### src/rtl/mem_pkg.sv
// Shared definitions for the memory-access stage: access-size codes,
// FSM state type and the wait-counter width helper.
package mem_pkg;

  localparam logic [2:0] F3_B  = 3'b000;
  localparam logic [2:0] F3_H  = 3'b001;
  localparam logic [2:0] F3_W  = 3'b010;
  localparam logic [2:0] F3_BU = 3'b100;
  localparam logic [2:0] F3_HU = 3'b101;

  typedef enum logic {IDLE, WAIT} mem_state_t;

  // Wait counter width; a 1-bit floor keeps degenerate timeouts legal.
  function automatic int cnt_w(input int timeout);
    return (timeout > 1) ? $clog2(timeout) : 1;
  endfunction

endpackage

### src/rtl/mem_stage_if.sv
// Data-memory port: request/ready handshake with byte-enabled writes.
interface mem_stage_if;
  logic        req;
  logic        we;
  logic [31:0] addr;
  logic [3:0]  web;
  logic [31:0] wdata;
  logic [31:0] rdata;
  logic        ready;

  modport master (output req, we, addr, web, wdata, input rdata, ready);
  modport slave  (input req, we, addr, web, wdata, output rdata, ready);
endinterface

### src/rtl/lsu_align.sv
// Combinational load/store alignment: store lane steering and byte
// enables, load lane extraction with sign/zero extension, misalign detect.
module lsu_align
  import mem_pkg::*;
(
  input  logic [1:0]  addr_lo,
  input  logic [2:0]  funct3,
  input  logic        is_write,
  input  logic [31:0] st_data,
  input  logic [31:0] ld_word,
  output logic [3:0]  web,
  output logic [31:0] wdata,
  output logic [31:0] ld_data,
  output logic        misalign
);

  logic [31:0]        ld_shift;
  logic signed [7:0]  ld_b;
  logic signed [15:0] ld_h;

  assign ld_shift = ld_word >> {addr_lo, 3'b000};
  assign ld_b     = ld_shift[7:0];
  assign ld_h     = ld_shift[15:0];

  // Store steering: replicate the operand across lanes, enable only the target bytes.
  always_comb begin
    web   = 4'b0000;
    wdata = st_data;
    case (funct3)
      F3_B: begin
        web   = 4'b0001 << addr_lo;
        wdata = {4{st_data[7:0]}};
      end
      F3_H: begin
        web   = addr_lo[1] ? 4'b1100 : 4'b0011;
        wdata = {2{st_data[15:0]}};
      end
      F3_W:    web = 4'b1111;
      default: web = 4'b0000;
    endcase
    if (!is_write) web = 4'b0000;
  end

  // Misalign detect from the size field (funct3[1:0]); bytes never misalign.
  always_comb begin
    misalign = 1'b0;
    case (funct3[1:0])
      2'b01:        misalign = addr_lo[0];
      2'b10, 2'b11: misalign = |addr_lo;
      default:      misalign = 1'b0;
    endcase
  end

  // Load extract: lane already shifted down, then extend per signedness.
  always_comb begin
    ld_data = ld_word;
    case (funct3)
      F3_B:    ld_data = 32'(ld_b);
      F3_H:    ld_data = 32'(ld_h);
      F3_BU:   ld_data = {24'b0, ld_shift[7:0]};
      F3_HU:   ld_data = {16'b0, ld_shift[15:0]};
      default: ld_data = ld_word;
    endcase
  end

endmodule

### src/rtl/mem_stage.sv
// RV32I MEM stage: drives the variable-latency data-memory port, stalls
// upstream during wait states, abandons accesses after TIMEOUT cycles and
// holds the MEM/WB pipeline register.
module mem_stage
  import mem_pkg::*;
#(
  parameter int TIMEOUT = 16
) (
  input  logic        clk,
  input  logic        rst,
  input  logic [31:0] EXE_PCtoReg,
  input  logic [31:0] EXE_ALUout,
  input  logic [31:0] EXE_rs2data,
  input  logic [4:0]  EXE_rdaddr,
  input  logic [2:0]  EXE_Funct3,
  input  logic        EXE_rdsrc,
  input  logic        EXE_MemRead,
  input  logic        EXE_MemWrite,
  input  logic        EXE_MemtoReg,
  input  logic        EXE_RegWrite,
  mem_stage_if.master dm,
  output logic [31:0] Forward_Memrddata,
  output logic        MEM_stall,
  output logic [31:0] MEM_rddata,
  output logic [31:0] MEM_lddata,
  output logic [4:0]  MEM_rdaddr,
  output logic        MEM_MemtoReg,
  output logic        MEM_RegWrite,
  output logic        MEM_fault
);

  localparam int            CW       = cnt_w(TIMEOUT);
  localparam logic [CW-1:0] CNT_LAST = CW'(TIMEOUT - 1);

  mem_state_t    state, state_nxt;
  logic [CW-1:0] cnt;
  logic          access, is_write, misalign, aligned;
  logic          req, stall, complete, timed_out, cnt_clr, cnt_inc, fault_now;
  logic [3:0]    web;
  logic [31:0]   wdata, ld_data;

  assign access   = EXE_MemRead | EXE_MemWrite;
  assign is_write = EXE_MemWrite;
  assign aligned  = access & ~misalign;

  lsu_align u_lsu (
    .addr_lo  (EXE_ALUout[1:0]),
    .funct3   (EXE_Funct3),
    .is_write (is_write),
    .st_data  (EXE_rs2data),
    .ld_word  (dm.rdata),
    .web      (web),
    .wdata    (wdata),
    .ld_data  (ld_data),
    .misalign (misalign)
  );

  // Handshake FSM: request/stall decode; everything is gated off while in reset.
  always_comb begin
    state_nxt = state;
    req       = 1'b0;
    stall     = 1'b0;
    complete  = 1'b0;
    timed_out = 1'b0;
    cnt_clr   = 1'b0;
    cnt_inc   = 1'b0;
    if (rst) begin
      case (state)
        IDLE: begin
          if (aligned) begin
            req = 1'b1;
            if (dm.ready) begin
              complete = 1'b1;
            end else begin
              stall     = 1'b1;
              cnt_clr   = 1'b1;
              state_nxt = WAIT;
            end
          end
        end
        WAIT: begin
          req = 1'b1;
          if (dm.ready) begin
            complete  = 1'b1;
            state_nxt = IDLE;
          end else if (cnt == CNT_LAST) begin
            timed_out = 1'b1;
            state_nxt = IDLE;
          end else begin
            stall   = 1'b1;
            cnt_inc = 1'b1;
          end
        end
        default: state_nxt = IDLE;
      endcase
    end
  end

  assign fault_now = (access & misalign) | timed_out;

  assign dm.req            = req;
  assign dm.we             = req & is_write;
  assign dm.addr           = {EXE_ALUout[31:2], 2'b00};
  assign dm.web            = web;
  assign dm.wdata          = wdata;
  assign MEM_stall         = stall;
  assign Forward_Memrddata = EXE_rdsrc ? EXE_PCtoReg : EXE_ALUout;

  // FSM state and wait-cycle counter.
  always_ff @(posedge clk or negedge rst) begin
    if (!rst) begin
      state <= IDLE;
      cnt   <= '0;
    end else begin
      state <= state_nxt;
      if (cnt_clr)      cnt <= '0;
      else if (cnt_inc) cnt <= cnt + 1'b1;
    end
  end

  // ---- MEM/WB boundary: bubble while stalled, faults kill the writeback ----
  always_ff @(posedge clk or negedge rst) begin
    if (!rst) begin
      MEM_rddata   <= '0;
      MEM_lddata   <= '0;
      MEM_rdaddr   <= '0;
      MEM_MemtoReg <= 1'b0;
      MEM_RegWrite <= 1'b0;
      MEM_fault    <= 1'b0;
    end else if (stall) begin
      MEM_MemtoReg <= 1'b0;
      MEM_RegWrite <= 1'b0;
      MEM_fault    <= 1'b0;
    end else begin
      MEM_rddata   <= Forward_Memrddata;
      MEM_rdaddr   <= EXE_rdaddr;
      MEM_MemtoReg <= EXE_MemtoReg & ~fault_now;
      MEM_RegWrite <= EXE_RegWrite & ~fault_now;
      MEM_fault    <= fault_now;
      if (complete && !is_write) MEM_lddata <= ld_data;
    end
  end

endmodule

### src/flat_wrapper.sv
// flat-port wrapper written by rule: the top's interface ports become plain ports
module mem_stage_flat import mem_pkg::*;
#(
  parameter int TIMEOUT = 16
)
  (clk, rst, EXE_PCtoReg, EXE_ALUout, EXE_rs2data, EXE_rdaddr, EXE_Funct3, EXE_rdsrc, EXE_MemRead, EXE_MemWrite, EXE_MemtoReg, EXE_RegWrite, Forward_Memrddata, MEM_stall, MEM_rddata, MEM_lddata, MEM_rdaddr, MEM_MemtoReg, MEM_RegWrite, MEM_fault, dm_req, dm_we, dm_addr, dm_web, dm_wdata, dm_rdata, dm_ready);
  mem_stage_if dm_i ();
  input  logic clk;
  input  logic rst;
  input  logic [31:0] EXE_PCtoReg;
  input  logic [31:0] EXE_ALUout;
  input  logic [31:0] EXE_rs2data;
  input  logic [4:0] EXE_rdaddr;
  input  logic [2:0] EXE_Funct3;
  input  logic EXE_rdsrc;
  input  logic EXE_MemRead;
  input  logic EXE_MemWrite;
  input  logic EXE_MemtoReg;
  input  logic EXE_RegWrite;
  output logic [31:0] Forward_Memrddata;
  output logic MEM_stall;
  output logic [31:0] MEM_rddata;
  output logic [31:0] MEM_lddata;
  output logic [4:0] MEM_rdaddr;
  output logic MEM_MemtoReg;
  output logic MEM_RegWrite;
  output logic MEM_fault;
  output wire logic [$bits(dm_i.req)-1:0] dm_req;
  output wire logic [$bits(dm_i.we)-1:0] dm_we;
  output wire logic [$bits(dm_i.addr)-1:0] dm_addr;
  output wire logic [$bits(dm_i.web)-1:0] dm_web;
  output wire logic [$bits(dm_i.wdata)-1:0] dm_wdata;
  input wire logic [$bits(dm_i.rdata)-1:0] dm_rdata;
  input wire logic [$bits(dm_i.ready)-1:0] dm_ready;
  assign dm_req = dm_i.req;
  assign dm_we = dm_i.we;
  assign dm_addr = dm_i.addr;
  assign dm_web = dm_i.web;
  assign dm_wdata = dm_i.wdata;
  assign dm_i.rdata = dm_rdata;
  assign dm_i.ready = dm_ready;
  mem_stage #(.TIMEOUT(TIMEOUT)) u_core (.clk(clk), .rst(rst), .EXE_PCtoReg(EXE_PCtoReg), .EXE_ALUout(EXE_ALUout), .EXE_rs2data(EXE_rs2data), .EXE_rdaddr(EXE_rdaddr), .EXE_Funct3(EXE_Funct3), .EXE_rdsrc(EXE_rdsrc), .EXE_MemRead(EXE_MemRead), .EXE_MemWrite(EXE_MemWrite), .EXE_MemtoReg(EXE_MemtoReg), .EXE_RegWrite(EXE_RegWrite), .dm(dm_i), .Forward_Memrddata(Forward_Memrddata), .MEM_stall(MEM_stall), .MEM_rddata(MEM_rddata), .MEM_lddata(MEM_lddata), .MEM_rdaddr(MEM_rdaddr), .MEM_MemtoReg(MEM_MemtoReg), .MEM_RegWrite(MEM_RegWrite), .MEM_fault(MEM_fault));
endmodule
### config.mk
export PLATFORM = sky130hd
export DESIGN_NAME = mem_stage_flat
export DESIGN_NICKNAME = d
export VERILOG_FILES = /design/src/rtl/mem_pkg.sv /design/src/rtl/mem_stage_if.sv /design/src/rtl/lsu_align.sv /design/src/rtl/mem_stage.sv /design/src/flat_wrapper.sv
export SDC_FILE = /design/constraint.sdc
export NUM_CORES = 1
export LEC_CHECK = 0
export ABC_AREA = 1
export CORE_AREA = 3 3 123 125
export DETAILED_ROUTE_END_ITERATION = 10
export DIE_AREA = 0 0 126 128
export PLACE_DENSITY = 0.77
export SKIP_LAST_GASP = 1
export SLEW_MARGIN = 20
export SYNTH_ARGS = -nofsm -noshare
export SYNTH_HDL_FRONTEND = slang
export SYNTH_SLANG_ARGS = --single-unit
### constraint.sdc
create_clock -name clk -period 3.5 [get_ports clk]
set_input_delay 0.35 -clock clk [delete_from_list [all_inputs] [get_ports clk]]
set_output_delay 0.35 -clock clk [all_outputs]
set_load 0.05 [all_outputs]
# After elaboration in Yosys (flattened, before gate mapping)
# Index checks and enable logic that the tools add are counted.
dict set report totals {
  register_bits 77
  word_cells 70
  output_inout_bits 175
  inputBits 144
}
dict set report classes {
  bitwise_logic 11
  add_sub_neg 1
  n_reduce_logical 7
  n_shift 2
  muxes 33
  eq_ne 8
}
# op n
set ops {}
lappend ops {{32-bit one-hot mux with 4 select lines} 1}
lappend ops {{32-bit one-hot mux with 2 select lines} 1}
lappend ops {{32-bit 2-to-1 mux} 1}
lappend ops {{32-bit by 5-bit >> shifter with 16-bit output} 1}
lappend ops {{1-bit 2-to-1 mux} 21}
lappend ops {{4-bit 2-to-1 mux} 4}
lappend ops {{4-bit one-hot mux with 3 select lines} 1}
lappend ops {{1-bit one-hot mux with 2 select lines} 4}
lappend ops {{3-bit == test (second input constant)} 2}
lappend ops {{1-bit AND} 5}
lappend ops {{4-bit by 1-bit adder with 4-bit output (second input constant)} 1}
lappend ops {{2-bit == test (second input constant)} 2}
lappend ops {{4-bit == test (second input constant)} 1}
lappend ops {{1-bit inverter} 4}
lappend ops {{2-bit OR reduction} 2}
lappend ops {{1-bit by 2-bit left shift with 4-bit output (first input constant)} 1}
lappend ops {{3-bit by 1-bit == test with 1-bit output (second input constant)} 1}
lappend ops {{3-bit by 2-bit == test with 1-bit output (second input constant)} 1}
lappend ops {{3-bit logical NOT} 1}
lappend ops {{2-bit by 1-bit == test with 1-bit output (second input constant)} 1}
lappend ops {{1-bit OR} 2}
lappend ops {{2-bit AND reduction} 1}
lappend ops {{2-bit nonzero test} 1}
lappend ops {{1-bit logical AND} 1}
lappend ops {{1-bit logical NOT} 1}

# Depth between registers and ports, before layout
dict set report depth {
  ltp_word 10
  ltp_mapped 11
  depth_no_buf 9
}

# By module
# Synthesis repeated with hierarchy kept, for this count alone.
dict set report unflattened {
  cells_unflattened 785
  hier_area_um2 5238.8
}
# mod n_inst area_per_inst_um2 cells_per_inst
set modules_own_cells {}
lappend modules_own_cells {mem_stage 1 3963.8 498}
lappend modules_own_cells {lsu_align 1 1275.0 287}

# Worst setup path after synthesis
# OpenSTA, ideal clock, no wires.
dict set report synth_timing {
  kind {input -> output}
  from {input port EXE_Funct3[0]}
  to {output port dm_wdata[10]}
  cell_stages 5
  t_required_ns 3.150
  arrival_time_ns 1.981
  setup_slack_ns 1.169
  path_cell_list {buf_2 nor2_2 buf_2 buf_4 o21ai_0}
}
dict set report synth_via {
  elab_chain_len 2
}
# item line
set synth_rtl {}
lappend synth_rtl {{from (decl)} flat_wrapper.sv:14} ;# input logic [2:0] EXE_Funct3;
lappend synth_rtl {{3-bit by 1-bit == test with 1-bit output / 3-bit logical NOT (equally long branches)} lsu_align.sv:29} ;# case (funct3)
lappend synth_rtl {{32-bit one-hot mux with 2 select lines *} lsu_align.sv:29}
lappend synth_rtl {{to (decl)} flat_wrapper.sv:32} ;# output wire logic [$bits(dm_i.wdata)-1:0] dm_wdata;
# Every way passes the cells marked *; elsewhere a longest branch is shown, timed or not.

# Worst setup path in the final report
dict set report layout_timing {
  from {input port EXE_Funct3[1]}
  to {output port dm_web[2]}
}
dict set report layout_via {
  elab_chain_len 3
}
# item line
set layout_rtl {}
lappend layout_rtl {{3-bit by 2-bit == test with 1-bit output, or another cell as far along} lsu_align.sv:29}
lappend layout_rtl {{4-bit one-hot mux with 3 select lines *} lsu_align.sv:29}
lappend layout_rtl {{4-bit 2-to-1 mux *} lsu_align.sv:41} ;# if (!is_write) web = 4'b0000;
lappend layout_rtl {{to (decl)} flat_wrapper.sv:31} ;# output wire logic [$bits(dm_i.web)-1:0] dm_web;
# Marks and branches as above.

==> Flow_metrics.wiki <==
{| class="wikitable"
! Metric !! Value
|-
| Status || completed
|-
| Data required time at the worst endpoint || 3.15 ns
|-
| Peak VDD IR || 0.000326 V
|-
| # diodes || 0
|-
| Std-Cell Rows || 43
|-
| Data arrival time at the worst-slack endpoint || 2.57 ns
|-
| Cell type with the largest total area after synthesis || sky130_fd_sc_hd__dfrtp_1
|-
| Multi-input logic area || 2420 um^2
|-
| Power density cells || 503 nW/um^2
|-
| Final Core Density || 59.8%
|-
| Global routing usage summed across all routing layers || 24.2%
|-
| Clock sink count || 77
|-
| Final setup fails || 0
|-
| Static leakage power || 3.92 nW
|-
| Vias in the first global route || 5348
|-
| Initial core utilization || 35.6%
|-
| Slack of the worst reg-to-reg path || 1.83 ns
|-
| Setup clock skew after layout || 0.00643 ns
|-
| Htree depth || 3
|-
| Maximum number of pins on one net before global-route repair || 66
|-
| Pin slew with the least headroom to its limit || 0.844 ns
|-
| Part of the Yosys area used for sequential elements || 38.7%
|-
| Clock tree from TritonCTS || done
|-
| Number of max-capacitance violations reported || 0
|-
| Detail-routed net length per standard cell || 18.0 um
|-
| Max-slew violations || 0
|-
| Post-synthesis instance area || 4970 um^2
|-
| Achievable clock frequency || 343 MHz
|-
| Clock tree root buffer cell || sky130_fd_sc_hd__clkbuf_16
|-
| Maximum fanout along the worst path || 25
|-
| Post-route DRC || 0
|-
| Synthesis Warnings || 0
|-
| Most frequent standard cell in the layout excluding fill and tap cells || sky130_fd_sc_hd__nand2_1
|-
| Pre-antenna DRT Iters || 5
|-
| Post-Syn Instances || 681
|-
| Maximum single-stage delay on the critical path || 0.47 ns
|-
| Hold Fails Final Rpt || 0
|-
| Worst Setup Start Kind || input pin
|-
| Critical register-to-register path endpoint || u_core.cnt[3]$_DFFE_PN0P_
|-
| Global-route wire length before repair || 30.6 mm
|-
| Async S/R FF share, synth || 100%
|-
| Via count || 5501
|-
| Area taken by flip-flops and latches || 1930 um^2
|-
| Number of gates resized after CTS || 0
|-
| RSZ-0062 raised after global routing || false
|-
| Number of fill cells in the layout || 1264
|-
| Launch instance of the worst register-to-register path || u_core.cnt[0]$_DFFE_PN0P_
|-
| Slew margin rel. || 43.7%
|-
| Top library cells by usage in the layout, fill and taps aside || sky130_fd_sc_hd__nand2_1, sky130_fd_sc_hd__clkdlybuf4s50_1, sky130_fd_sc_hd__nand3_1
|-
| Die H || 128 um
|-
| Proportion of layout cells with a drive suffix above 1 || 10.4%
|-
| CTS Buf Count || 9
|-
| Clock Path Buffers || 2
|-
| Synthesis-stage register bit count || 77
|-
| Count of input and output buffers || 316
|-
| Synth unique cells || 30
|-
| Capturing element type of the critical path || output port
|-
| Final Hold Slack || 0.452 ns
|-
| Total overflow reported by the global router || 0
|-
| Startpoint of the worst setup timing path || EXE_Funct3[1]
|-
| R2r worst-path depth || 7
|-
| Most used DFF post-synth || sky130_fd_sc_hd__dfrtp_1
|-
| Cell-by-cell trace of the critical path || clkdlybuf4s50_1 -> buf_4 -> inv_2 -> nand2_1 -> nor2_2 -> inv_2 -> o21ai_1 -> a21oi_1 -> nor2_1 -> buf_12
|-
| Layout Area Growth over Synthesis || 68.3%
|-
| Initial antenna violation count || 0
|-
| Worst path top cell family by delay || buffers and inverters
|-
| CP dominant cell by count || sky130_fd_sc_hd__inv_2
|-
| Critical path class || in -> out
|-
| Tot Pwr || 0.00421 W
|-
| Detail-routed via count per cell || 4.90
|-
| Number of enable-type register cells in the synthesized netlist || 0
|-
| Setup TNS after final layout || 0 ns
|-
| Number of nets in the layout || 1083
|-
| DIE AREA || 16100 um^2
|-
| HPWL after detailed placement || 15.6 mm
|-
| IO Count || 319
|-
| Worst-path cell with the longest stage delay || sky130_fd_sc_hd__clkdlybuf4s50_1
|-
| Synthesized area per cell || 7.30 um^2
|-
| Share of the synthesized area in the top cell type || 38.7%
|-
| Share of the clock period used by the worst path after layout || 83.4%
|-
| Tmin final || 2.92 ns
|-
| Worst path bufs/invs || 5
|-
| Area inside the core boundary || 14000 um^2
|-
| Dominant cells by area after synthesis || sky130_fd_sc_hd__dfrtp_1, sky130_fd_sc_hd__nand2_1, sky130_fd_sc_hd__nand3_1
|-
| Clk_lat worst skew || 0.34 ns
|-
| Tightest Hold Check Type || in -> async
|-
| Gpl congestion || 0.856
|-
| Die Wd || 126 um
|-
| DRT Wirelength || 20.2 mm
|-
| Clock transition at the registers of the reported paths || 0.06 ns
|-
| Drt initial violations || 286
|-
| Remaining number of nets flagged by the antenna check after routing || 0
|}
-- power by group --
part / internal (W) / total (W) / switching, W
clock: 0.000585 / 0.000967 / 0.000382
sequential: 0.00107 / 0.00117 / 0.000107
combinational: 0.000734 / 0.00207 / 0.00134
-- sequential cells by signal, summed over array words and instances, names as in the netlist --
signal,cells
u_core.MEM_rdaddr,5
u_core.MEM_rddata,32
u_core.MEM_fault,1
u_core.cnt,4
u_core.MEM_RegWrite,1
u_core.MEM_MemtoReg,1
u_core.state,1
u_core.MEM_lddata,32
-- cell type report --
cell class	count	share of cell area, %
clock buffers	11	3.02
clock inverters	4	0.568
inverters	22	1.06
multi-input cells	506	28.9
flip-flops and latches	77	23.0
well taps	180	2.69
repair buffers	322	40.7
-- layer usage --
metal	wire length [um]	track usage [%]	up-vias
met5	0	0	-
met4	287	5.80	0
met3	1720	6.38	20
met2	10400	43.3	266
met1	7820	29.1	2557
li1	-	-	2658
-- cell usage after synthesis (3+ instances only) --
library cell,number
sky130_fd_sc_hd__inv_1,16
sky130_fd_sc_hd__dfrtp_1,77
sky130_fd_sc_hd__nor2_2,5
sky130_fd_sc_hd__a21boi_0,8
sky130_fd_sc_hd__nand2_1,298
sky130_fd_sc_hd__nor2_1,27
sky130_fd_sc_hd__o211ai_1,8
sky130_fd_sc_hd__clkbuf_1,6
sky130_fd_sc_hd__inv_2,3
sky130_fd_sc_hd__a21oi_1,5
sky130_fd_sc_hd__o21ai_0,11
sky130_fd_sc_hd__buf_2,19
sky130_fd_sc_hd__nand2_2,5
sky130_fd_sc_hd__nand3_1,85
sky130_fd_sc_hd__o21ai_1,10
sky130_fd_sc_hd__buf_4,41
sky130_fd_sc_hd__buf_6,10
sky130_fd_sc_hd__mux2_2,30
-- worst register-to-register path, delay by kind of cell (launching register included) --
kind | cells | cell delay, ns
adder cells (fa/ha/maj) | 1 | 0.20
buffers and inverters | 1 | 0.41
XOR/XNOR | 1 | 0.14
AND/OR/NAND/NOR | 4 | 0.42
flip-flops | 1 | 0.38
-- kinds of logic after synthesis --
logic type,count (synthesis),share of synthesized area (%)
adders and majority gates,1,0.252
xor gates and xnor gates,3,0.528
muxes,30,6.79
other,1,0.0754
buffers and inverters,99,12.7
DFF,77,38.7
and+or+nand+nor,428,35.9
AOI/OAI and AO/OA,42,5.03
-- timing repair --
item                                   in CTS  in global routing
endpoints found under the hold margin      12                  0
buffers inserted                            0                  0
hold buffers                                1                  0
-- per-stage QoR --
step | setup slack (ns) | instances | cell area (um^2)
floorplan | 1.17 | 682 | 4980
global placement | 0.565 | 1106 | 8060
detailed placement | 0.468 | 1106 | 8060
CTS | 0.587 | 1122 | 8370
global route | 0.373 | 1122 | 8370
finish | 0.580 | 1122 | 8370
-- how the worst max path moves through the flow --
stage	to	cells past startpoint
2_1_floorplan	dm_wdata[10]	5
3_3_place_gp	u_core.MEM_lddata[9]$_DFFE_PN0P_	8
3_5_place_dp	u_core.MEM_lddata[14]$_DFFE_PN0P_	8
4_1_cts	dm_web[2]	10
5_1_grt	dm_web[1]	10
6_report	dm_web[2]	10
Note: power is estimated with default switching activity, not from simulation.
